==> config.mk <==
export PLATFORM = sky130hd
export DESIGN_NAME = reg_file_param_flat
export DESIGN_NICKNAME = d
export VERILOG_FILES = /design/src/rtl/reg_file_pkg.sv /design/src/rtl/reg_file_if.sv /design/src/rtl/reg_file_rd_pipe.sv /design/src/rtl/reg_file_param.sv /design/src/flat_wrapper.sv
export SDC_FILE = /design/constraint.sdc
export NUM_CORES = 1
export LEC_CHECK = 0
export ABC_CLOCK_PERIOD_IN_PS = 1500
export BUFFER_PORTS_ARGS = -buffer_cell sky130_fd_sc_hd__buf_2
export CORE_ASPECT_RATIO = 1.4
export CORE_UTILIZATION = 60
export CTS_CLUSTER_DIAMETER = 150
export DETAILED_ROUTE_END_ITERATION = 10
export GPL_ROUTABILITY_DRIVEN = 0
export GPL_TIMING_DRIVEN = 0
export MAX_ROUTING_LAYER = met4
export PLACE_DENSITY_LB_ADDON = 0.05
export SYNTH_ARGS = -nofsm -noshare
export SYNTH_HDL_FRONTEND = slang
export SYNTH_SLANG_ARGS = --single-unit
==> constraint.sdc <==
create_clock -name CLK -period 1.5 [get_ports CLK]
set_input_delay 0.075 -clock CLK [delete_from_list [all_inputs] [get_ports CLK]]
set_output_delay 0.075 -clock CLK [all_outputs]
set_load 0.05 [all_outputs]
==> src/rtl/reg_file_pkg.sv <==
// reg_file_param shared types and constants.
// Default reset image and the system register map.
package reg_file_pkg;

  localparam logic [31:0] RST_DEF = 32'h2081_0000;

  localparam int REG_ALU_A     = 0;
  localparam int REG_ALU_B     = 1;
  localparam int REG_UART_CFG  = 2;
  localparam int REG_DIV_RATIO = 3;

  typedef enum logic [1:0] {
    ACC_IDLE,
    ACC_WR,
    ACC_RD,
    ACC_ILLEGAL
  } acc_t;

endpackage

==> src/rtl/reg_file_if.sv <==
// Register file bus: request side plus read/err/export returns.
// Master drives requests, slave is the register file.
interface reg_file_if #(
  parameter int WIDTH      = 8,
  parameter int ADDR       = 4,
  parameter int NUM_EXPORT = 4
);
  logic                        WrEn;
  logic                        RdEn;
  logic [ADDR-1:0]             Address;
  logic [WIDTH-1:0]            WrData;
  logic [WIDTH-1:0]            RdData;
  logic                        RdData_Valid;
  logic                        Err;
  logic [NUM_EXPORT*WIDTH-1:0] CfgOut;

  modport master (
    output WrEn, RdEn, Address, WrData,
    input  RdData, RdData_Valid, Err, CfgOut
  );

  modport slave (
    input  WrEn, RdEn, Address, WrData,
    output RdData, RdData_Valid, Err, CfgOut
  );
endinterface

==> src/rtl/reg_file_rd_pipe.sv <==
// Read response pipeline, one or two stages.
// Write/illegal errors bypass the read latency.
module reg_file_rd_pipe #(
  parameter int WIDTH  = 8,
  parameter int RD_LAT = 1
) (
  input  logic             CLK,
  input  logic             RST,
  input  logic             rd_req,
  input  logic [WIDTH-1:0] rd_data,
  input  logic             rd_err,
  input  logic             imm_err,
  output logic [WIDTH-1:0] out_data,
  output logic             out_valid,
  output logic             out_err
);
  logic             v1;
  logic             e1;
  logic             ie;
  logic [WIDTH-1:0] d1;
  logic             ve;
  logic             ee;

  // First stage: data held between reads
  always_ff @(posedge CLK or negedge RST) begin
    if (!RST) begin
      v1 <= 1'b0;
      e1 <= 1'b0;
      ie <= 1'b0;
      d1 <= '0;
    end else begin
      v1 <= rd_req;
      e1 <= rd_err;
      ie <= imm_err;
      if (rd_req) d1 <= rd_data;
    end
  end

  if (RD_LAT == 2) begin : g_lat2
    logic             v2;
    logic             e2;
    logic [WIDTH-1:0] d2;

    // Extra stage keeps responses in order
    always_ff @(posedge CLK or negedge RST) begin
      if (!RST) begin
        v2 <= 1'b0;
        e2 <= 1'b0;
        d2 <= '0;
      end else begin
        v2 <= v1;
        e2 <= e1;
        if (v1) d2 <= d1;
      end
    end

    assign out_data = d2;
    assign ve       = v2;
    assign ee       = e2;
  end else begin : g_lat1
    assign out_data = d1;
    assign ve       = v1;
    assign ee       = e1;
  end

  assign out_valid = ve;
  assign out_err   = ee | ie;
endmodule

==> src/rtl/reg_file_param.sv <==
// Parametrised config/status register file.
// Storage, decode and masks; reads go via rd_pipe.
module reg_file_param
  import reg_file_pkg::*;
#(
  parameter int                     WIDTH      = 8,
  parameter int                     DEPTH      = 16,
  parameter int                     ADDR       = 4,
  parameter logic [DEPTH*WIDTH-1:0] RST_VALS   = (DEPTH*WIDTH)'(RST_DEF),
  parameter logic [DEPTH-1:0]       RO_MASK    = '0,
  parameter logic [DEPTH-1:0]       COR_MASK   = '0,
  parameter int                     RD_LAT     = 1,
  parameter int                     NUM_EXPORT = 4
) (
  input  logic      CLK,
  input  logic      RST,
  reg_file_if.slave bus
);
  logic [WIDTH-1:0] mem [DEPTH];
  logic [WIDTH-1:0] rv  [DEPTH];
  acc_t             acc;
  logic             in_range;
  logic [ADDR-1:0]  idx;
  logic             wr_ok;
  logic             rd_req;
  logic             rd_clr;
  logic             rd_err;
  logic             imm_err;
  logic [WIDTH-1:0] rd_val;

  for (genvar g = 0; g < DEPTH; g++) begin : g_rv
    assign rv[g] = RST_VALS[g*WIDTH +: WIDTH];
  end

  // Classify the request on the bus
  always_comb begin
    acc = ACC_IDLE;
    unique case (1'b1)
      bus.WrEn && bus.RdEn:  acc = ACC_ILLEGAL;
      bus.WrEn && !bus.RdEn: acc = ACC_WR;
      bus.RdEn && !bus.WrEn: acc = ACC_RD;
      default:               acc = ACC_IDLE;
    endcase
  end

  assign in_range = {1'b0, bus.Address} < (ADDR+1)'(DEPTH);
  assign idx      = in_range ? bus.Address : '0;
  assign wr_ok    = (acc == ACC_WR) && in_range && !RO_MASK[idx];
  assign rd_req   = (acc == ACC_RD);
  assign rd_clr   = rd_req && in_range && COR_MASK[idx];
  assign rd_err   = rd_req && !in_range;
  assign imm_err  = (acc == ACC_ILLEGAL) || ((acc == ACC_WR) && !wr_ok);
  assign rd_val   = in_range ? mem[idx] : '0;

  // Storage: write, or clear-on-read back to reset image
  always_ff @(posedge CLK or negedge RST) begin
    if (!RST) begin
      for (int i = 0; i < DEPTH; i++) mem[i] <= rv[i];
    end else if (wr_ok) begin
      mem[idx] <= bus.WrData;
    end else if (rd_clr) begin
      mem[idx] <= rv[idx];
    end
  end

  for (genvar g = 0; g < NUM_EXPORT; g++) begin : g_exp
    assign bus.CfgOut[g*WIDTH +: WIDTH] = mem[g];
  end

  reg_file_rd_pipe #(
    .WIDTH  (WIDTH),
    .RD_LAT (RD_LAT)
  ) u_rd_pipe (
    .CLK       (CLK),
    .RST       (RST),
    .rd_req    (rd_req),
    .rd_data   (rd_val),
    .rd_err    (rd_err),
    .imm_err   (imm_err),
    .out_data  (bus.RdData),
    .out_valid (bus.RdData_Valid),
    .out_err   (bus.Err)
  );
endmodule

==> src/flat_wrapper.sv <==
// flat-port wrapper written by rule: the top's interface ports become plain ports
module reg_file_param_flat import reg_file_pkg::*;
#(
  parameter int                     WIDTH      = 8,
  parameter int                     DEPTH      = 16,
  parameter int                     ADDR       = 4,
  parameter logic [DEPTH*WIDTH-1:0] RST_VALS   = (DEPTH*WIDTH)'(RST_DEF),
  parameter logic [DEPTH-1:0]       RO_MASK    = '0,
  parameter logic [DEPTH-1:0]       COR_MASK   = '0,
  parameter int                     RD_LAT     = 1,
  parameter int                     NUM_EXPORT = 4
)
  (CLK, RST, bus_WrEn, bus_RdEn, bus_Address, bus_WrData, bus_RdData, bus_RdData_Valid, bus_Err, bus_CfgOut);
  reg_file_if #(.WIDTH(WIDTH), .ADDR(ADDR), .NUM_EXPORT(NUM_EXPORT)) bus_i ();
  input  logic CLK;
  input  logic RST;
  input wire logic [$bits(bus_i.WrEn)-1:0] bus_WrEn;
  input wire logic [$bits(bus_i.RdEn)-1:0] bus_RdEn;
  input wire logic [$bits(bus_i.Address)-1:0] bus_Address;
  input wire logic [$bits(bus_i.WrData)-1:0] bus_WrData;
  output wire logic [$bits(bus_i.RdData)-1:0] bus_RdData;
  output wire logic [$bits(bus_i.RdData_Valid)-1:0] bus_RdData_Valid;
  output wire logic [$bits(bus_i.Err)-1:0] bus_Err;
  output wire logic [$bits(bus_i.CfgOut)-1:0] bus_CfgOut;
  assign bus_i.WrEn = bus_WrEn;
  assign bus_i.RdEn = bus_RdEn;
  assign bus_i.Address = bus_Address;
  assign bus_i.WrData = bus_WrData;
  assign bus_RdData = bus_i.RdData;
  assign bus_RdData_Valid = bus_i.RdData_Valid;
  assign bus_Err = bus_i.Err;
  assign bus_CfgOut = bus_i.CfgOut;
  reg_file_param #(.WIDTH(WIDTH), .DEPTH(DEPTH), .ADDR(ADDR), .RST_VALS(RST_VALS), .RO_MASK(RO_MASK), .COR_MASK(COR_MASK), .RD_LAT(RD_LAT), .NUM_EXPORT(NUM_EXPORT)) u_core (.CLK(CLK), .RST(RST), .bus(bus_i));
endmodule
==> reports/qor_table.md <==
| Parameter | Value | Unit |
|:---|:---|:---|
| Status | finished, final reports clean | - |
| Number of fill cells in the layout | 774 | - |
| Footprint of the multi-input gates | 2710 | sq um |
| Share of the clock period used by the worst path | 96.4 | % |
| Worst-path fanout max | 3 | - |
| Clock latency on the worst-skew pair | 0.40 | ns |
| HPWL after DPL | 9.77 | mm |
| Clk slew on worst S/H paths | 0.06 | ns |
| CTS root buffer | sky130_fd_sc_hd__clkbuf_16 | - |
| Buffers added on ports | 54 | - |
| Number of core rows | 45 | - |
| Power per Cell Area | 1510 | nW/um^2 |
| Post-synthesis cell type count | 31 | - |
| Final Hold Vio Count | 0 | - |
| Diode insertion count for antenna repair | 0 | - |
| Critical path class | reg -> reg | - |
| Total number of yosys warnings | 0 | - |
| Share of the synthesized area in compound gates (AO/OA/AOI/OAI) | 2.21 | % |
| Maximum level of the CTS H-tree | 4 | - |
| Number of antenna violations at the first check in global routing | 0 | - |
| Violation count after the first detailed-routing iteration | 151 | - |
| Overall die area | 11,500 | sq um |
| Flip-flop and latch area | 3460 | sq um |
| Worst Max-Slew Pin Slew | 0.716 | ns |
| Via count of the first global-routing pass | 4,307 | - |
| Post-layout instance count excluding filler cells | 690 | - |
| Max rail drop VDD | 1.17 | mV |
| Cell at the slowest stage of the critical path | sky130_fd_sc_hd__mux4_1 | - |
| Max capacitance violation total | 0 | - |
| Final slew viol count | 0 | - |
| Initial cell density of the core | 61.4 | % |
| Total congestion overflow after global routing | 0 | - |
| CP startpoint kind | flip-flop | - |
| CP endpoint kind | flip-flop | - |
| # setup viols final | 0 | - |
| Period minus WS final | 1.45 | ns |
| Remaining design rule violation count | 0 | - |
| Die span in y | 126 | um |
| Pin count of the biggest net entering global routing | 79 | - |
| Seq cells post-synth | 138 | - |
| Antenna violation net count after detailed routing | 0 | - |
| Req. time, crit path | 1.78 | ns |
| Detailed-route wire length | 13.5 | mm |
| Portion of netlist area occupied by mux cells | 34.0 | % |
| Slew headroom | 52.3 | % |
| CP Cell Sequence | mux4_1 -> mux2i_1 -> or2_1 -> a31oi_1 | - |
| Number of standard cells after synthesis | 455 | - |
| Class of the most critical hold timing path | in -> reg | - |
| Area Overhead vs Synth | 17.5 | % |
| Via count | 3,883 | - |
| Detailed-routing iteration count for the pre-antenna-repair pass | 4 | - |
| Post-synthesis share of cell area spent on and, or, nand and nor gates | 4.79 | % |
| First-pass GRT wire length | 22.3 | mm |
| CTS tree | done | - |
| Gr usage total | 26.5 | % |
| Syn_nets | 471 | - |
| Leading cell type in the layout, fill and taps excluded | sky130_fd_sc_hd__dfrtp_1 | - |
| Final Skew | 0.00656 | ns |
| Worst flop-to-flop path startpoint | u_core.bus.CfgOut[18]$_DFFE_PN0P_ | - |
| Mapped Avg Cell Area | 14.6 | sq um |
| Critical path's top delay family | multiplexers | - |
| Fraction of layout instances using a drive strength above 1 | 49.2 | % |
| First element of the critical path | u_core.bus.CfgOut[18]$_DFFE_PN0P_ | - |
| Die span in x | 90.9 | um |
| Clock sink count | 138 | - |
| Netlist area before placement | 6640 | sq um |
| Maximum cell stage delay along the critical path | 0.53 | ns |
| Main combinational cell family by area after synthesis | multiplexers | - |
| Routed len/inst | 19.6 | um |
| Fraction of synthesized cell area in xor and xnor cells | 0 | % |
| Highest achievable clock rate | 692 | MHz |
| Core Util, Final | 72.1 | % |
| Buffers & Inverters on Critical Path | 0 | - |
| Highest-count cells in the layout ignoring fill and taps | sky130_fd_sc_hd__dfrtp_1, sky130_fd_sc_hd__mux2_2, sky130_fd_sc_hd__buf_2 | - |
| Cell count after placement | 651 | - |
| Leak Pwr | 0.00376 | uW |
| Sequential-to-total area share from yosys stat | 52.1 | % |
| Vias per cell | 5.63 | - |
| Final total negative setup slack | 0 | ns |
| Placeable core area | 10,800 | sq um |
| RSZ-0062 raised after global routing | no | - |
| Worst hold start | bus_WrData[3] | - |
| Cts bufs inserted | 17 | - |
| Bufs on Longest Clock Path | 2 | - |
| Post-synthesis share of cell area spent on full adders, half adders and majority gates | 0 | % |
| Data arrival time at the worst-slack endpoint | 1.73 | ns |
| Final net count | 552 | - |
| # IOs | 58 | - |
-- repair_timing --
item / in CTS / in global routing
setup endpoints to repair: 0 / 2
hold buffers: 7 / 0
resized for setup: 0 / 2
hold endpoints to repair: 91 / 0
buffers inserted: 0 / 0
-- state kept, by name, indices dropped and copies added (netlist names) --
signal                      flops
u_core.u_rd_pipe.ie             1
u_core.u_rd_pipe.out_valid      1
u_core.u_rd_pipe.out_data       8
u_core.bus.CfgOut              32
u_core.mem                     96
-- per-layer routing --
layer | share of wire [%] | GRT usage (%) | vias to the layer above
met5 | 0 | - | -
met4 | 1.9 | 9.52 | 0
met1 | 42 | 31.5 | 1991
met2 | 53 | 45.4 | 75
met3 | 2.6 | 4.92 | 20
li1 | - | - | 1797
-- final cells by class --
class	instances	area share [%]
flip-flops and latches	138	44.4
clock inverters	10	1.81
repair buffers	62	4.80
clock buffers	22	6.08
multi-input cells	256	34.8
plain buffers	61	5.89
well taps	141	2.26
-- Yosys cell counts --
cell type | n | area [sq um]
sky130_fd_sc_hd__or3b_1 | 1 | 8.76
sky130_fd_sc_hd__nand2_2 | 3 | 18.8
sky130_fd_sc_hd__nor2_1 | 14 | 52.6
sky130_fd_sc_hd__nand2b_1 | 1 | 6.26
sky130_fd_sc_hd__buf_8 | 4 | 60.1
sky130_fd_sc_hd__nand3_1 | 1 | 5.00
sky130_fd_sc_hd__mux2i_1 | 34 | 340
sky130_fd_sc_hd__o22ai_1 | 13 | 81.3
sky130_fd_sc_hd__clkbuf_1 | 9 | 33.8
sky130_fd_sc_hd__and4bb_1 | 2 | 25.0
sky130_fd_sc_hd__dfstp_2 | 3 | 78.8
sky130_fd_sc_hd__mux4_1 | 12 | 315
sky130_fd_sc_hd__mux2_1 | 13 | 146
sky130_fd_sc_hd__nor2_2 | 1 | 6.26
sky130_fd_sc_hd__nor4b_4 | 1 | 23.8
sky130_fd_sc_hd__buf_4 | 33 | 248
sky130_fd_sc_hd__mux4_2 | 7 | 158
sky130_fd_sc_hd__nand4b_4 | 1 | 23.8
sky130_fd_sc_hd__and3_1 | 3 | 18.8
sky130_fd_sc_hd__nand3b_1 | 2 | 15.0
sky130_fd_sc_hd__a21oi_1 | 3 | 15.0
sky130_fd_sc_hd__buf_2 | 11 | 55.1
sky130_fd_sc_hd__or2_1 | 8 | 50.1
sky130_fd_sc_hd__buf_6 | 2 | 22.5
sky130_fd_sc_hd__a31oi_1 | 8 | 50.1
sky130_fd_sc_hd__buf_12 | 2 | 40.0
sky130_fd_sc_hd__and2_1 | 1 | 6.26
sky130_fd_sc_hd__mux2_2 | 115 | 1290
sky130_fd_sc_hd__nand2_1 | 7 | 26.3
sky130_fd_sc_hd__nor2b_1 | 5 | 31.3
sky130_fd_sc_hd__dfrtp_1 | 135 | 3380
-- cell families (layout without fill, tap and decap cells) --
group | Yosys count | count (layout)
flip-flops | 138 | 138
buffers and inverters | 61 | 155
AND/OR/NAND/NOR | 51 | 51
multiplexers | 181 | 181
AO/OA/AOI/OAI | 24 | 24
-- per-stage QoR --
stage               setup WS [ns]  hold WS [ns]  total power (uW)  area [sq um]
global placement            -1.38         0.405              7400          7080
detailed placement         -0.176         0.159              7540          7120
floorplan                   0.141        -0.221              6900          6640
global route              0.00178        0.0247             12300          7790
finish                     0.0539        0.0169             11800          7790
CTS                        0.0375     0.0000515             11800          7800
-- path summary, 6_finish.rpt --
| check | to | slack (ns) | cells past startpoint |
|---|---|---|---|
| setup / recovery | u_core.u_rd_pipe.out_data[2]$_DFFE_PN0P_ | 0.05 | 4 |
| hold / removal | u_core.mem[19]$_DFFE_PN0P_ | 0.02 | 2 |
| setup reg to reg | u_core.u_rd_pipe.out_data[2]$_DFFE_PN0P_ | 0.05 | 4 |
| hold reg to reg | u_core.mem[30]$_DFFE_PN0P_ | 0.48 | 1 |
| max in group asynchronous | u_core.bus.CfgOut[16]$_DFFE_PN1P_ | 0.44 | 3 |
| min in group asynchronous | u_core.mem[14]$_DFFE_PN0P_ | 0.27 | 2 |
-- report_power, final --
part / switching [uW] / internal (uW) / leakage [uW] / total [uW]
Clock: 1520 / 2750 / 0.000296 / 4270
Sequential: 388 / 4450 / 0.00175 / 4840
Combinational: 1430 / 1210 / 0.00171 / 2640
No activity file was read; power rests on OpenSTA's default activity.
